===== src/rtl/regfile_pkg.sv =====
// Shared widths and types for the decode-side register file and its pending-write scoreboard.
package regfile_pkg;
    localparam int XLEN       = 32;
    localparam int NREGS      = 32;
    localparam int CNT_W      = 2;
    localparam int REG_ADDR_W = 5;

    typedef logic [REG_ADDR_W-1:0] reg_addr_t;
    typedef logic [XLEN-1:0]       xlen_t;
    typedef logic [CNT_W-1:0]      pend_cnt_t;

    localparam pend_cnt_t CNT_MAX = '1;

    function automatic logic cnt_busy(input pend_cnt_t c);
        return (c != '0);
    endfunction
endpackage


===== src/rtl/regfile_scoreboard_sb.sv =====
// Per-register pending-write counters: issue increments, writeback decrements, saturating at both ends.
// x0 never counts; a writeback against an idle counter is flagged as a protocol error.
module regfile_scoreboard_sb
    import regfile_pkg::*;
(
    input  logic      clk,
    input  logic      reset,
    input  logic      inc_en,
    input  reg_addr_t inc_rd,
    input  logic      dec_en,
    input  reg_addr_t dec_rd,
    input  reg_addr_t a1,
    input  reg_addr_t a2,
    input  reg_addr_t rd_d,
    output pend_cnt_t cnt1,
    output pend_cnt_t cnt2,
    output logic      full_rd,
    output logic      pending_any
);

    pend_cnt_t cnt_q [NREGS];
    pend_cnt_t cnt_d [NREGS];
    logic      inc_hit;
    logic      dec_hit;

    always_comb begin
        inc_hit = 1'b0;
        dec_hit = 1'b0;
        for (int r = 0; r < NREGS; r++) begin
            cnt_d[r] = cnt_q[r];
            inc_hit  = inc_en && (inc_rd == reg_addr_t'(r));
            dec_hit  = dec_en && (dec_rd == reg_addr_t'(r));
            if (r == 0) begin
                cnt_d[r] = '0;
            end else if (inc_hit && !dec_hit) begin
                if (cnt_q[r] != CNT_MAX) cnt_d[r] = cnt_q[r] + pend_cnt_t'(1);
            end else if (dec_hit && !inc_hit) begin
                // an unmatched writeback holds at zero rather than wrapping
                if (cnt_q[r] != '0) cnt_d[r] = cnt_q[r] - pend_cnt_t'(1);
            end
        end
    end

    always_ff @(posedge clk) begin
        if (reset) begin
            for (int r = 0; r < NREGS; r++) cnt_q[r] <= '0;
        end else begin
            cnt_q <= cnt_d;
        end
    end

    always_comb begin
        pending_any = 1'b0;
        for (int r = 0; r < NREGS; r++) begin
            pending_any = pending_any | cnt_busy(cnt_q[r]);
        end
    end

    assign cnt1    = cnt_q[a1];
    assign cnt2    = cnt_q[a2];
    assign full_rd = (cnt_q[rd_d] == CNT_MAX);

    underflow_chk: assert property (@(posedge clk) disable iff (reset)
        dec_en |-> (cnt_q[dec_rd] != '0));

endmodule


===== src/rtl/regfile_scoreboard.sv =====
// Decode register file with writeback port and pending-write scoreboard driving the decode stall.
// REGFILE_BYPASS_EN adds write-through forwarding from WB and lets the retiring write clear the hazard.
module regfile_scoreboard
    import regfile_pkg::*;
(
    input  logic      clk,
    input  logic      reset,
    input  reg_addr_t A1,
    input  reg_addr_t A2,
    output xlen_t     RD1,
    output xlen_t     RD2,
    input  logic      IssueD,
    input  logic      RegWriteD,
    input  reg_addr_t RdD,
    input  logic      RegWriteW,
    input  reg_addr_t RdW,
    input  xlen_t     ResultW,
    output logic      StallD,
    output logic      PendingAny
);

    xlen_t     regs_q [NREGS];
    xlen_t     regs_d [NREGS];
    pend_cnt_t cnt1;
    pend_cnt_t cnt2;
    logic      full_rd;
    logic      wb_we;
    logic      retire1;
    logic      retire2;
    logic      hazard1;
    logic      hazard2;
    logic      full;
    logic      issue_wr;

    assign wb_we = RegWriteW && (RdW != '0);

    always_comb begin
        regs_d = regs_q;
        if (wb_we) regs_d[RdW] = ResultW;
        regs_d[0] = '0;
    end

    always_ff @(posedge clk) begin
        if (reset) begin
            for (int r = 0; r < NREGS; r++) regs_q[r] <= '0;
        end else begin
            regs_q <= regs_d;
        end
    end

`ifdef REGFILE_BYPASS_EN
    assign retire1 = wb_we && (RdW == A1) && (cnt1 == pend_cnt_t'(1));
    assign retire2 = wb_we && (RdW == A2) && (cnt2 == pend_cnt_t'(1));

    always_comb begin
        RD1 = (A1 == '0) ? '0 : regs_q[A1];
        RD2 = (A2 == '0) ? '0 : regs_q[A2];
        if (wb_we && (RdW == A1)) RD1 = ResultW;
        if (wb_we && (RdW == A2)) RD2 = ResultW;
    end
`else
    assign retire1 = 1'b0;
    assign retire2 = 1'b0;

    always_comb begin
        RD1 = (A1 == '0) ? '0 : regs_q[A1];
        RD2 = (A2 == '0) ? '0 : regs_q[A2];
    end
`endif

    // hazards use pre-issue counts, so an instruction never stalls on its own rd
    assign hazard1  = cnt_busy(cnt1) && !retire1;
    assign hazard2  = cnt_busy(cnt2) && !retire2;
    assign full     = RegWriteD && (RdD != '0) && full_rd;
    assign StallD   = IssueD && (hazard1 || hazard2 || full);
    assign issue_wr = IssueD && !StallD && RegWriteD && (RdD != '0);

    regfile_scoreboard_sb u_sb (
        .clk         (clk),
        .reset       (reset),
        .inc_en      (issue_wr),
        .inc_rd      (RdD),
        .dec_en      (wb_we),
        .dec_rd      (RdW),
        .a1          (A1),
        .a2          (A2),
        .rd_d        (RdD),
        .cnt1        (cnt1),
        .cnt2        (cnt2),
        .full_rd     (full_rd),
        .pending_any (PendingAny)
    );

endmodule


===== config.mk =====
export PLATFORM = sky130hd
export DESIGN_NAME = regfile_scoreboard
export DESIGN_NICKNAME = d
export VERILOG_FILES = /design/src/rtl/regfile_pkg.sv /design/src/rtl/regfile_scoreboard_sb.sv /design/src/rtl/regfile_scoreboard.sv
export SDC_FILE = /design/constraint.sdc
export NUM_CORES = 2
export LEC_CHECK = 0
export BUFFER_PORTS_ARGS = -buffer_cell sky130_fd_sc_hd__buf_4
export CAP_MARGIN = 0
export CORE_MARGIN = 2
export CORE_UTILIZATION = 40
export CTS_CLUSTER_DIAMETER = 30
export CTS_CLUSTER_SIZE = 10
export DETAILED_ROUTE_END_ITERATION = 7
export PLACE_DENSITY_LB_ADDON = 0.1
export SYNTH_ARGS = -nofsm -noshare
export SYNTH_HDL_FRONTEND = slang
export SYNTH_HIERARCHICAL = 1
export SYNTH_SLANG_ARGS = --single-unit

===== constraint.sdc =====
create_clock -name clk -period 3.5 [get_ports clk]
set_input_delay 0.35 -clock clk [delete_from_list [all_inputs] [get_ports clk]]
set_output_delay 0.35 -clock clk [all_outputs]
set_load 0.02 [all_outputs]

==> flow_summary.yaml <==
yosys:
  yosysUniqueCellTypes: 57
  synthSimpleGateAreaFrac_pct: 17.59
  synth_xor_area_share_pct: 0
  synth_edf_count: 0
  ys_async_sr_fraction_pct: 0
  muxShareOfSynthArea_pct: 23.66
  synth_fa_ha_area_share_pct: 0.6996
  yosysWarningCount: 6
  synthFlopType: "dfxtp_1"
  netlist_area_mm2: 0.05544
  synthesis.nets: 6483
  synth_top_family_by_area: "multiplexers"
  synth-seq-area-share_pct: 38.06
  synth_compound_area_share_pct: 15.21
  avgSynthCellArea_um2: 8.669
  ys_seq_elements: 1054
  netlist_instances: 6395
clock_tree:
  clk_pin_slew_ns: 0.04
  ctsRootBufferMaster: "clkbuf_16"
  numCtsBuffers: 295
  cts_tree: "built"
  htree_levels: 5
  clk_latency_ns: 0.89
  clkSinkCount: 1054
  cts_buffer_depth: 4
routing:
  drt-initial-drc-count: 6833
  vias_per_cell: 6.206
  drt-pass1-iter-count: 6
  ant_nets: 0
  drc_errors: 0
  wl_per_cell_um: 29.87
  via_count: 53270
  finalWirelength_mm: 256.3
worst_setup_path:
  crit_arrival_ns: 3.08
  crit_required_ns: 3.15
  rr_startpoint: "u_sb/cnt_q[17]"
  cp-start-kind: "input pin"
  ff2ff_setup_slack_ns: 0.07
  rr_endpoint: "u_sb/cnt_q[50]"
  endpoint_kind: "output port"
  r2r_cells: 15
  critPathKind: "in -> out"
  crit_fanout: 46
global_route:
  track_usage_pct: 35.22
  grt_pass1_vias: 50530
  grt_max_degree: 110
  grt_overflow: 0
  grt_antenna_before_repair: 8
  grt_pass1_wl_mm: 363.0
floorplan:
  coreArea_mm2: 0.1375
  die_width_um: 376.3
  dieArea_mm2: 0.1416
  ios: 123
  std_cell_rows: 136
  start_util_pct: 40.32
  die_h_um: 376.3
run_status:
  outcome: "finished, final reports clean"
timing:
  fmax_mhz: 291.6
  rsz0062_at_grt: "true"
  slew_violations: 0
  hold_viol: 0
  slew_headroom_pct: 32.80
  fin_crit_ns: 3.429
  period_share_pct: 97.97
  worstMarginPinSlew_ns: 1.008
  skew_ns: 0.04184
  setup-violations-final: 0
job:
  drv_cap: 0
cells_and_area:
  fin_cells: 8583
  area_growth_pct: 27.76
  drive_above_1_share_pct: 24.23
  final_nets: 6668
  stdcell_area_mm2: 0.07083
placed_design:
  port_buffers: 122
  placed_cell_area_mm2: 0.06011
  routabilityCongestion: 0.9037
  dp_hpwl_mm: 153.8
  dpl.cell_count: 8040
pwr:
  max-vdd-ir-drop_v: 0.0005810
  p_leak_uw: 0.02423
  p_per_area_mw_per_mm2: 592.3
min_path:
  min_path_type: "in -> reg"
  hold_path_depth: 6
  min-delay-start: "RdW[0]"
  hold_end: "u_sb/cnt_q[23]"
==> what timing repair did <==
action,in CTS,in global routing
cloned,0,1
gates resized for setup,6,88
setup endpoints to repair,31,67
hold endpoints to repair,1001,0
pin swaps,0,49
hold buffers,33,0
setup buffers,0,3
==> per-stage QoR <==
stage	setup WS [ns]	power, µW	setup TNS (ns)	hold slack, ns	utilization [%]
after floorplan	0.1264	13830	0	0.4427	-
after global placement	-0.2124	14950	-8.182	0.4487	43.72
after detailed placement	-0.2607	14960	-10.42	0.4575	43.72
after CTS	0.01462	42000	0	0.2465	51.22
after global routing	-0.09278	42850	-2.048	0.3339	51.51
final	0.07114	41950	0	0.2878	51.51
==> cells in the final DEF (no fill, tap or decap), types with 57 or more instances in the layout <==
cell type / instances
nand2_1: 2052
a21oi_1: 1091
dfxtp_1: 1048
mux4_2: 437
buf_4: 369
clkbuf_16: 304
mux2i_1: 185
mux2_2: 106
nor2_1: 99
a22oi_1: 95
buf_12: 87
o21ai_0: 65
clkinv_2: 57
==> how the worst max path moves through the flow <==
stage	from	to	slack, ns
after floorplan	A2[0]	u_sb/cnt_q[5]	0.13
after global placement	A1[0]	u_sb/cnt_q[39]	-0.21
after CTS	u_sb/cnt_q[51]	StallD	0.01
after detailed placement	A1[0]	u_sb/cnt_q[46]	-0.26
final	A1[1]	RD1[10]	0.07
after global routing	u_sb/cnt_q[17]	u_sb/cnt_q[33]	-0.09
==> logic make-up after synthesis <==
family	after synthesis
flops	1054
simple gates	2442
compound gates	1498
fa+ha+maj	31
mux	741
buf+inv	629
==> synth_stat cells, types with 40 or more instances <==
library cell | number | area, µm²
mux2i_1 | 185 | 1852
mux4_2 | 435 | 9797
nand2b_1 | 43 | 269.0
a22oi_1 | 95 | 713.2
o22ai_1 | 50 | 312.8
buf_2 | 91 | 455.4
mux2_2 | 107 | 1205
nand2_1 | 2087 | 7834
dfxtp_1 | 1054 | 21100
clkbuf_1 | 475 | 1783
nand3b_1 | 40 | 300.3
o21ai_0 | 72 | 360.4
a21oi_1 | 1091 | 5460
nor2b_1 | 47 | 294.0
nor2_1 | 149 | 559.3
==> critical path: stages <==
cell     delay, ns
buf_8         0.15
buf_4         0.64
buf_6         0.56
mux4_2        0.42
mux2i_1       0.22
o22ai_1       0.13
a211o_1       0.31
buf_4         0.18
==> routing by layer <==
layer / global-route usage (%) / vias to the layer above / routed length (µm)
li1: - / 22980 / -
met2: 53.51 / 3162 / 113800
met3: 10.10 / 745 / 27720
met1: 45.98 / 26380 / 101700
met4: 16.86 / 6 / 13030
met5: 0.6861 / - / 165
==> final cells by class <==
| cell class | instances | area [µm²] |
|---|---|---|
| repair buffers | 507 | 5094 |
| inverters | 10 | 37.54 |
| clock buffers | 382 | 8399 |
| diodes | 3 | 7.507 |
| flip-flops and latches | 1054 | 21110 |
| fillers | 12520 | 66670 |
| well taps | 1794 | 2245 |
| clock inverters | 121 | 1567 |
| multi-input cells | 4712 | 32370 |
==> power by group <==
part / internal (µW) / total [µW] / switching [µW]
Sequential: 12100 / 12200 / 64.5
Combinational: 874 / 2680 / 1800
Clock: 19100 / 27100 / 7940
==> flip-flops by register name (all words and copies together), names as in the netlist <==
register    flops
u_sb/cnt_q     62
regs_q        992
Note: power is estimated with default switching activity, not from simulation.
